### config.mk
export PLATFORM = sky130hd
export DESIGN_NAME = mem_access_ctrl_flat
export DESIGN_NICKNAME = d
export VERILOG_FILES = /design/src/rtl/mem_pkg.sv /design/src/rtl/mem_access_ctrl_if.sv /design/src/rtl/mem_load_align.sv /design/src/rtl/mem_access_ctrl.sv /design/src/flat_wrapper.sv
export SDC_FILE = /design/constraint.sdc
export NUM_CORES = 1
export LEC_CHECK = 0
export CORE_MARGIN = 5
export CORE_UTILIZATION = 44
export DETAILED_ROUTE_END_ITERATION = 10
export PLACE_DENSITY = 0.9
export REMOVE_ABC_BUFFERS = 1
export SETUP_SLACK_MARGIN = 0.05
export SLEW_MARGIN = 20
export SYNTH_ARGS = -nofsm -noshare
export SYNTH_HDL_FRONTEND = slang
export SYNTH_SLANG_ARGS = --single-unit
### constraint.sdc
create_clock -name clk -period 3.9 [get_ports clk]
set_clock_uncertainty 0.1 [all_clocks]
set_input_delay 0.39 -clock clk [delete_from_list [all_inputs] [get_ports clk]]
set_output_delay 0.39 -clock clk [all_outputs]
set_load 0.01 [all_outputs]
### src/rtl/mem_pkg.sv
// Shared encodings and helpers for the memory-stage access controller.
// Size codes, FSM state constants, byte-lane mask and alignment check.
package mem_pkg;

    typedef enum logic [1:0] {
        SZ_BYTE = 2'b00,
        SZ_HALF = 2'b01,
        SZ_WORD = 2'b10,
        SZ_RSVD = 2'b11
    } size_e;

    typedef logic [1:0] state_t;

    localparam state_t ST_IDLE    = 2'd0;
    localparam state_t ST_RD_WAIT = 2'd1;
    localparam state_t ST_IO_WAIT = 2'd2;

    // Reserved size code behaves as a full word everywhere.
    function automatic logic [3:0] lane_mask(input logic [1:0] size, input logic [1:0] off);
        logic [3:0] mask;
        case (size)
            SZ_BYTE: mask = 4'b0001 << off;
            SZ_HALF: mask = 4'b0011 << {off[1], 1'b0};
            default: mask = 4'b1111;
        endcase
        return mask;
    endfunction

    function automatic logic is_misaligned(input logic [1:0] size, input logic [1:0] off);
        logic mis;
        case (size)
            SZ_BYTE: mis = 1'b0;
            SZ_HALF: mis = off[0];
            default: mis = |off;
        endcase
        return mis;
    endfunction

endpackage

### src/rtl/mem_access_ctrl_if.sv
// Data BRAM and memory-mapped IO bus between the access controller and its targets.
// master = controller side, slave = memory / IO side.
interface mem_access_ctrl_if #(
    parameter int RAM_AW = 12
);
    logic [RAM_AW-1:0] ram_addr;
    logic [3:0]        ram_we;
    logic [31:0]       ram_wdata;
    logic [31:0]       ram_rdata;

    logic [31:0]       io_addr;
    logic [31:0]       io_wdata;
    logic              io_re;
    logic              io_we;
    logic [31:0]       io_rdata;
    logic              io_ready;

    modport master (
        output ram_addr, ram_we, ram_wdata,
        input  ram_rdata,
        output io_addr, io_wdata, io_re, io_we,
        input  io_rdata, io_ready
    );

    modport slave (
        input  ram_addr, ram_we, ram_wdata,
        output ram_rdata,
        input  io_addr, io_wdata, io_re, io_we,
        output io_rdata, io_ready
    );
endinterface

### src/rtl/mem_load_align.sv
// Load extraction: picks the byte/half lane out of a 32-bit word and zero- or sign-extends it.
module mem_load_align
    import mem_pkg::*;
(
    input  logic [31:0] i_word,
    input  logic [1:0]  i_off,
    input  logic [1:0]  i_size,
    input  logic        i_unsigned,
    output logic [31:0] o_data
);

    logic [7:0]  w_byte;
    logic [15:0] w_half;

    always_comb begin
        case (i_off)
            2'd0:    w_byte = i_word[7:0];
            2'd1:    w_byte = i_word[15:8];
            2'd2:    w_byte = i_word[23:16];
            default: w_byte = i_word[31:24];
        endcase
        w_half = i_off[1] ? i_word[31:16] : i_word[15:0];
    end

    always_comb begin
        case (i_size)
            SZ_BYTE: o_data = {{24{~i_unsigned & w_byte[7]}}, w_byte};
            SZ_HALF: o_data = {{16{~i_unsigned & w_half[15]}}, w_half};
            default: o_data = i_word;
        endcase
    end

endmodule

### src/rtl/mem_access_ctrl.sv
// Memory-stage access controller: BRAM stores/loads with lane steering, IO requests with
// timeout, misalignment detection, and pipeline stall generation. rst_n is active-high.
module mem_access_ctrl
    import mem_pkg::*;
#(
    parameter int RAM_AW     = 12,
    parameter int IO_TIMEOUT = 255
) (
    input  logic               clk,
    input  logic               rst_n,
    input  logic               MemRead_i,
    input  logic               MemWrite_i,
    input  logic               IoRead_i,
    input  logic               IoWrite_i,
    input  logic [1:0]         ByteOrWord_i,
    input  logic               LoadUnsigned_i,
    input  logic [31:0]        ALUResult_i,
    input  logic [31:0]        rdata2_i,
    mem_access_ctrl_if.master  bus,
    output logic [31:0]        rdata_o,
    output logic               valid_o,
    output logic               stall_o,
    output logic               misalign_o,
    output logic               err_o
);

    localparam int CW = $clog2(IO_TIMEOUT + 1);

    state_t      r_state;
    logic [CW-1:0] r_cnt;
    logic [1:0]  r_off;
    logic [1:0]  r_size;
    logic        r_uns;

    logic        w_idle;
    logic        w_io_req;
    logic        w_mem_rd;
    logic        w_mem_wr;
    logic        w_any_req;
    logic        w_is_load;
    logic        w_misalign;
    logic        w_timeout;
    logic [31:0] w_align_word;
    logic [31:0] w_ext;

    // IO outranks Mem, and Read outranks Write within each class.
    assign w_idle     = (r_state == ST_IDLE);
    assign w_io_req   = IoRead_i | IoWrite_i;
    assign w_mem_rd   = ~w_io_req & MemRead_i;
    assign w_mem_wr   = ~w_io_req & ~MemRead_i & MemWrite_i;
    assign w_any_req  = w_io_req | MemRead_i | MemWrite_i;
    assign w_is_load  = IoRead_i | w_mem_rd;
    assign w_misalign = w_any_req & is_misaligned(ByteOrWord_i, ALUResult_i[1:0]);
    assign w_timeout  = (r_cnt == CW'(IO_TIMEOUT - 1));

    assign bus.ram_addr = ALUResult_i[RAM_AW+1:2];

    always_comb begin
        bus.ram_we = '0;
        if (w_idle && w_mem_wr && !w_misalign) begin
            bus.ram_we = lane_mask(ByteOrWord_i, ALUResult_i[1:0]);
        end
    end

    always_comb begin
        case (ByteOrWord_i)
            SZ_BYTE: bus.ram_wdata = {4{rdata2_i[7:0]}};
            SZ_HALF: bus.ram_wdata = {2{rdata2_i[15:0]}};
            default: bus.ram_wdata = rdata2_i;
        endcase
    end

    // Stall covers the request cycle and every IO_WAIT cycle that neither completes nor aborts.
    always_comb begin
        case (r_state)
            ST_IDLE:    stall_o = ~w_misalign & (w_io_req | w_mem_rd);
            ST_IO_WAIT: stall_o = ~bus.io_ready & ~w_timeout;
            default:    stall_o = 1'b0;
        endcase
    end

    assign w_align_word = (r_state == ST_IO_WAIT) ? bus.io_rdata : bus.ram_rdata;

    mem_load_align u_align (
        .i_word     (w_align_word),
        .i_off      (r_off),
        .i_size     (r_size),
        .i_unsigned (r_uns),
        .o_data     (w_ext)
    );

    always_ff @(posedge clk) begin
        if (rst_n) begin
            r_state     <= ST_IDLE;
            r_cnt       <= '0;
            r_off       <= '0;
            r_size      <= '0;
            r_uns       <= 1'b0;
            rdata_o     <= '0;
            valid_o     <= 1'b0;
            misalign_o  <= 1'b0;
            err_o       <= 1'b0;
            bus.io_addr  <= '0;
            bus.io_wdata <= '0;
            bus.io_re    <= 1'b0;
            bus.io_we    <= 1'b0;
        end else begin
            valid_o    <= 1'b0;
            misalign_o <= 1'b0;
            err_o      <= 1'b0;
            case (r_state)
                ST_IDLE: begin
                    if (w_misalign) begin
                        misalign_o <= 1'b1;
                        if (w_is_load) begin
                            rdata_o <= '0;
                            valid_o <= 1'b1;
                        end
                    end else if (w_io_req) begin
                        bus.io_addr  <= ALUResult_i;
                        bus.io_wdata <= rdata2_i;
                        bus.io_re    <= IoRead_i;
                        bus.io_we    <= ~IoRead_i;
                        r_off        <= ALUResult_i[1:0];
                        r_size       <= ByteOrWord_i;
                        r_uns        <= LoadUnsigned_i;
                        r_cnt        <= '0;
                        r_state      <= ST_IO_WAIT;
                    end else if (w_mem_rd) begin
                        r_off   <= ALUResult_i[1:0];
                        r_size  <= ByteOrWord_i;
                        r_uns   <= LoadUnsigned_i;
                        r_state <= ST_RD_WAIT;
                    end
                end
                ST_RD_WAIT: begin
                    rdata_o <= w_ext;
                    valid_o <= 1'b1;
                    r_state <= ST_IDLE;
                end
                ST_IO_WAIT: begin
                    if (bus.io_ready) begin
                        if (bus.io_re) begin
                            rdata_o <= w_ext;
                            valid_o <= 1'b1;
                        end
                        bus.io_re <= 1'b0;
                        bus.io_we <= 1'b0;
                        r_state   <= ST_IDLE;
                    end else if (w_timeout) begin
                        if (bus.io_re) begin
                            rdata_o <= '0;
                            valid_o <= 1'b1;
                        end
                        err_o     <= 1'b1;
                        bus.io_re <= 1'b0;
                        bus.io_we <= 1'b0;
                        r_state   <= ST_IDLE;
                    end else begin
                        r_cnt <= r_cnt + 1'b1;
                    end
                end
                default: r_state <= ST_IDLE;
            endcase
        end
    end

endmodule

### src/flat_wrapper.sv
// flat-port wrapper written by rule: the top's interface ports become plain ports
module mem_access_ctrl_flat import mem_pkg::*;
#(
    parameter int RAM_AW     = 12,
    parameter int IO_TIMEOUT = 255
)
  (clk, rst_n, MemRead_i, MemWrite_i, IoRead_i, IoWrite_i, ByteOrWord_i, LoadUnsigned_i, ALUResult_i, rdata2_i, rdata_o, valid_o, stall_o, misalign_o, err_o, bus_ram_addr, bus_ram_we, bus_ram_wdata, bus_ram_rdata, bus_io_addr, bus_io_wdata, bus_io_re, bus_io_we, bus_io_rdata, bus_io_ready);
  mem_access_ctrl_if #(.RAM_AW(RAM_AW)) bus_i ();
  input  logic clk;
  input  logic rst_n;
  input  logic MemRead_i;
  input  logic MemWrite_i;
  input  logic IoRead_i;
  input  logic IoWrite_i;
  input  logic [1:0] ByteOrWord_i;
  input  logic LoadUnsigned_i;
  input  logic [31:0] ALUResult_i;
  input  logic [31:0] rdata2_i;
  output logic [31:0] rdata_o;
  output logic valid_o;
  output logic stall_o;
  output logic misalign_o;
  output logic err_o;
  output wire logic [$bits(bus_i.ram_addr)-1:0] bus_ram_addr;
  output wire logic [$bits(bus_i.ram_we)-1:0] bus_ram_we;
  output wire logic [$bits(bus_i.ram_wdata)-1:0] bus_ram_wdata;
  input wire logic [$bits(bus_i.ram_rdata)-1:0] bus_ram_rdata;
  output wire logic [$bits(bus_i.io_addr)-1:0] bus_io_addr;
  output wire logic [$bits(bus_i.io_wdata)-1:0] bus_io_wdata;
  output wire logic [$bits(bus_i.io_re)-1:0] bus_io_re;
  output wire logic [$bits(bus_i.io_we)-1:0] bus_io_we;
  input wire logic [$bits(bus_i.io_rdata)-1:0] bus_io_rdata;
  input wire logic [$bits(bus_i.io_ready)-1:0] bus_io_ready;
  assign bus_ram_addr = bus_i.ram_addr;
  assign bus_ram_we = bus_i.ram_we;
  assign bus_ram_wdata = bus_i.ram_wdata;
  assign bus_i.ram_rdata = bus_ram_rdata;
  assign bus_io_addr = bus_i.io_addr;
  assign bus_io_wdata = bus_i.io_wdata;
  assign bus_io_re = bus_i.io_re;
  assign bus_io_we = bus_i.io_we;
  assign bus_i.io_rdata = bus_io_rdata;
  assign bus_i.io_ready = bus_io_ready;
  mem_access_ctrl #(.RAM_AW(RAM_AW), .IO_TIMEOUT(IO_TIMEOUT)) u_core (.clk(clk), .rst_n(rst_n), .MemRead_i(MemRead_i), .MemWrite_i(MemWrite_i), .IoRead_i(IoRead_i), .IoWrite_i(IoWrite_i), .ByteOrWord_i(ByteOrWord_i), .LoadUnsigned_i(LoadUnsigned_i), .ALUResult_i(ALUResult_i), .rdata2_i(rdata2_i), .bus(bus_i), .rdata_o(rdata_o), .valid_o(valid_o), .stall_o(stall_o), .misalign_o(misalign_o), .err_o(err_o));
endmodule
Word-level counts from Yosys, hierarchy flattened
Index checks and enable logic that the tools add are counted.
{"block": "totals", "input_bits": 138, "regBits": 116}
{"block": "op_classes", "muxes": 49, "shift": 2, "bitwise_logic": 22, "n_addsub": 1, "n_reduce_logical": 19, "eq_ne": 16}
{"operator": "32-bit two-way mux", "count": 7}
{"operator": "32-bit case mux with 2 select lines", "count": 2}
{"operator": "32-bit case mux with 3 select lines", "count": 1}
{"operator": "8-bit two-way mux", "count": 4}
{"operator": "8-bit case mux with 3 select lines", "count": 1}
{"operator": "2-bit two-way mux", "count": 9}
{"operator": "16-bit two-way mux", "count": 1}
{"operator": "8-bit case mux with 2 select lines", "count": 1}
{"operator": "1-bit two-way mux", "count": 15}
{"operator": "2-bit inequality test (second input constant)", "count": 6}
{"operator": "5-bit AND reduction", "count": 2}
{"operator": "1-bit inverter", "count": 9}
{"operator": "3-bit AND reduction", "count": 3}
{"operator": "8-bit by 1-bit adder with 8-bit output (second input constant)", "count": 1}
{"operator": "1-bit AND", "count": 8}
{"operator": "2-bit by 1-bit == test with 1-bit output (second input constant)", "count": 4}
{"operator": "8-bit == test (second input constant)", "count": 1}
{"operator": "2-bit logical NOT", "count": 4}
{"operator": "1-bit case mux with 2 select lines", "count": 4}
{"operator": "4-bit case mux with 2 select lines", "count": 1}
{"operator": "1-bit bitwise OR", "count": 5}
{"operator": "2-bit == test (second input constant)", "count": 2}
{"operator": "4-bit two-way mux", "count": 1}
{"operator": "2-bit case mux with 2 select lines", "count": 1}
{"operator": "other kinds (13)", "count": 16}

Longest topological paths before layout
{"block": "depth", "ltp_word": 8, "depth_mapped": 9, "depth_no_buf": 7}

Cells and area by module
A second synthesis with hierarchy kept.
{"block": "hier_totals", "cells_unflattened": 796, "area_unflattened_um2": 6468.7}
{"mod": "mem_access_ctrl", "instances": 1, "cells_per_inst": 674, "seq_area_each_um2": 2322.2, "area_per_inst_um2": 5649.2}
{"mod": "mem_load_align", "instances": 1, "cells_per_inst": 122, "seq_area_each_um2": 0.0, "area_per_inst_um2": 819.5}

Worst setup path after synthesis
Ideal clock, no wire load.
{"block": "synth_path", "kind": "register to register", "start": "register u_core.r_state[0]", "end": "register u_core.rdata_o[20]", "path_slack_ns": 1.622, "t_required_ns": 3.741, "path_stages_with_launch": 10, "period_less_slack_ns": 2.278, "n_path_buf": 2, "arrival_ns": 2.120, "path_cell_list": "dfxtp_1 > inv_1 > ha_1 > buf_6 > mux2i_1 > a311oi_2 > o31ai_4 > a221oi_4 > buf_6 > a22o_1"}
{"block": "synth_via", "elab_chain_cells": 8}
{"item": "start: declaration", "line": "mem_access_ctrl.sv:29", "source": "state_t r_state;"}
{"item": "start signal: assignment", "line": "mem_access_ctrl.sv:94", "source": "r_state <= ST_IDLE;"}
{"item": "start signal: assignment", "line": "mem_access_ctrl.sv:128", "source": "r_state <= ST_IO_WAIT;"}
{"item": "start signal: assignment", "line": "mem_access_ctrl.sv:133", "source": "r_state <= ST_RD_WAIT;"}
{"item": "2-bit == test", "line": "mem_access_ctrl.sv:82, mem_access_ctrl.sv:111"}
{"item": "32-bit two-way mux", "line": "mem_access_ctrl.sv:82", "source": "assign w_align_word = (r_state == ST_IO_WAIT) ? bus.io_rdata : bus.ram_rdata;"}
{"item": "8-bit case mux with 3 select lines / 16-bit two-way mux (equally long branches)", "line": "mem_load_align.sv:16, mem_load_align.sv:22"}
{"item": "1-bit AND, on equally long branches", "line": "mem_load_align.sv:27, mem_load_align.sv:28"}
{"item": "32-bit case mux with 2 select lines", "line": "mem_load_align.sv:26", "source": "case (i_size)"}
{"item": "32-bit two-way mux", "line": "mem_access_ctrl.sv:143", "source": "if (bus.io_re) begin"}
{"item": "32-bit two-way mux", "line": "mem_access_ctrl.sv:142", "source": "if (bus.io_ready) begin"}
{"item": "32-bit case mux with 3 select lines", "line": "mem_access_ctrl.sv:111", "source": "case (r_state)"}
{"item": "end signal: assignment", "line": "mem_access_ctrl.sv:137", "source": "rdata_o <= w_ext;"}
{"item": "end signal: assignment", "line": "mem_access_ctrl.sv:144", "source": "rdata_o <= w_ext;"}
{"item": "end: declaration", "line": "mem_access_ctrl.sv:20", "source": "output logic [31:0] rdata_o,"}
Several ways; a longest one is shown, not always the timed one. The select of a mux whose other input is x is not followed.
A chain may end at the register's enable or synchronous reset.

Worst setup path in the final report
{"block": "layout_path", "start": "register u_core.r_state[1]", "end": "output bus_ram_we[3]"}
{"block": "layout_via", "elab_chain_cells": 4}
{"item": "2-bit logical NOT", "line": "mem_access_ctrl.sv:47", "source": "assign w_idle = (r_state == ST_IDLE);"}
{"item": "1-bit logical AND (2 in a row)", "line": "mem_access_ctrl.sv:60", "source": "if (w_idle && w_mem_wr && !w_misalign) begin"}
{"item": "4-bit two-way mux", "line": "mem_access_ctrl.sv:60"}
{"item": "end: declaration", "line": "flat_wrapper.sv:25", "source": "output wire logic [$bits(bus_i.ram_we)-1:0] bus_ram_we;"}
Every way passes these cells.

==> flow_summary.toml <==
[layout]
area_delta_synth_final_pct = 58.8
multiInputGateArea_um2 = 2960
stdcell_area_um2 = 8990
regArea_um2 = 2320
postLayoutCoreUtil = 0.712
drive_above_1_share = 0.0692
layout.cells.non_filler = 1112
num-fill-cells = 943
nets = 1073

[setup_path]
r2r_end = "u_core.rdata_o[27]"
cp-end-kind = "output pin"
timing.rr.start = "u_core.r_state[0]"
path_max_fanout = 9
startpoint_type = "register"
rrSetupSlack_ps = 1020
cp.required_ps = 3410
worstPathArrival_ps = 2620
crit_start = "u_core.r_state[1]"
crit_type = "reg2out"
worst-r2r-cell-count = 7

[routing]
viasPerCell = 5.42
first_pass_iters = 5
post_drt_wl_per_cell_um = 19.1
drc = 0
vias = 6025
ant_nets = 0
routed_wl_um = 21200
drt-initial-drc-count = 366

[hold_path]
whs_path_depth = 2
hold_path.class = "reg2reg"
hold_end = "u_core.bus.io_addr[13]"
hp-start = "u_core.bus.io_addr[13]"

[sta]
fmax_mhz = 322
relSlewSlack = 0.358
min_period_ps = 3110
hold-worst-slack_ps = 351
worst_pin_slew_ps = 963
period_share = 0.797
finalHoldViolations = 0
setup_viol = 0
slew_violations = 0
rsz0062_at_grt = "false"

[placed_design]
hpwl_um = 15300
dp_cells = 1082
place_congestion = 0.811
io_buffers = 287
place_area_um2 = 8470

[clocking]
root_buffer = "clkbuf_16"
clock_latency_ps = 410
numCtsBuffers = 17
tritoncts = "done"
cts_buffer_depth = 2
cts.repair.resized = 0
clkTransAtPathRegs_ps = 50
hold_buffers = 0
clock_sinks = 116
ctsHtreeMaxLevel = 4
post_cts_buffers = 0

[die]
rows = 41
die_x_um = 123
start_util = 0.449
core_um2 = 12600
die_area_um2 = 15200
io-pin-count = 288
die_height_um = 123

[power_and_ir_drop]
power.density_nw_per_um2 = 438
ir_worst_vdd_mv = 0.533
leakage_nw = 3.40

[yosys]
ys_seq_area_frac = 0.410
synthCells = 680
ys_async_sr_fraction = 0
yosys_warnings = 0
synth_flop_cell = "dfxtp_1"
yosysMostFrequentCell = "nand2_1"
synth_cell_types = 51
synth_largest_area_cell = "dfxtp_1"
ys_ff_latch = 116
synth-edff-count = 0
synth_area_leaders = "dfxtp_1 41%, nand2_1 11%, mux2i_1 9.2%"
synth.cell_area_um2 = 5660
netlist.area_leader.share = 0.410
synth_common_cells = "169 x nand2_1, 116 x dfxtp_1, 98 x a21oi_1"
syn_area_per_cell_um2 = 8.33

[global_routing]
grt-ovfl-total = 0
first_global_vias = 5906
track_usage = 0.268
grt_pass1_wl_um = 31400
grt_antenna_before_repair = 2
grt_max_degree = 90

[run_status]
outcome = "complete, no violations"

[run]
maxCapViolCount = 0
[cell usage in the layout, fill, tap and decap left out, types with 11 or more instances in the layout]
master	Yosys	routed
a21o_1	12	12
a21oi_1	98	98
a221oi_1	15	15
a22o_1	17	17
clkbuf_16	0	17
clkdlybuf4s50_1	0	286
dfxtp_1	116	116
inv_1	11	11
mux2_2	16	16
mux2i_1	52	52
nand2_1	169	169
nor2_1	17	17
o21ai_0	12	12
[cell families (layout without fill, tap and decap cells)]
| family | after synthesis | in the layout | share of synthesized area |
|---|---|---|---|
| AOI/OAI and AO/OA | 187 | 187 | 0.214 |
| and+or+nand+nor | 225 | 225 | 0.168 |
| muxes | 68 | 68 | 0.124 |
| xor gates and xnor gates | 1 | 1 | 0.00155 |
| DFF | 116 | 116 | 0.410 |
| buffers and inverters | 77 | 336 | 0.0694 |
| other | 0 | 1 | 0 |
| adders and majority gates | 6 | 6 | 0.0133 |
[worst max path at each step]
stage,end,slack [ps]
6_report,bus_ram_we[3],790
4_1_cts,bus_ram_we[3],760
3_5_place_dp,bus_ram_we[3],780
5_1_grt,bus_ram_we[1],580
2_1_floorplan,u_core.r_cnt[6],-1000
3_3_place_gp,bus_ram_we[2],820
[through the flow]
stage	total power [mW]	setup slack [ps]	TNS, ps
5_1_grt	4.12	585	0
6_report	3.94	791	0
3_3_place_gp	2.55	822	0
3_5_place_dp	2.57	782	0
2_1_floorplan	1.97	-997	-47350
4_1_cts	3.95	761	0
[layout make-up]
cell class,count,share of cell area
Multi-Input combinational cell,487,0.329
Timing Repair Buffer,296,0.327
Sequential cell,116,0.258
Clock buffer,23,0.0543
Tap cell,172,0.0239
Inverter,11,0.00459
Clock inverter,6,0.00334
Antenna cell,1,0.000278
[worst max-delay path, cell delays in order, from the launching register on]
cell,delay (ps)
dfxtp_1,330
inv_1,110
ha_1,360
o21ai_1,230
nand4bb_1,400
a21oi_1,220
clkdlybuf4s50_1,560
[power breakdown]
group          total, mW  switching (mW)  internal [mW]
Clock               1.38           0.518          0.859
Sequential          1.35          0.0708           1.28
Combinational       1.21           0.651          0.559
Total               3.94            1.24           2.70
[routing by layer]
metal / share of wire / up-vias / global-route usage
li1: - / 2874 / -
met1: 0.35 / 2820 / 0.284
met2: 0.51 / 294 / 0.473
met3: 0.11 / 35 / 0.117
met4: 0.024 / 2 / 0.0955
met5: 0.00061 / - / 0
[flip-flops by register name, indices dropped and copies added (netlist names)]
register and count:
u_core.r_off 2, u_core.r_state 2, u_core.err_o 1, u_core.rdata_o 32, u_core.misalign_o 1, u_core.r_size 2, u_core.valid_o 1, u_core.r_cnt 8
u_core.bus.io_addr 32, u_core.bus.io_wdata 32, u_core.r_uns 1, u_core.bus.io_re 1, u_core.bus.io_we 1
Note: power is estimated with default switching activity, not from simulation.
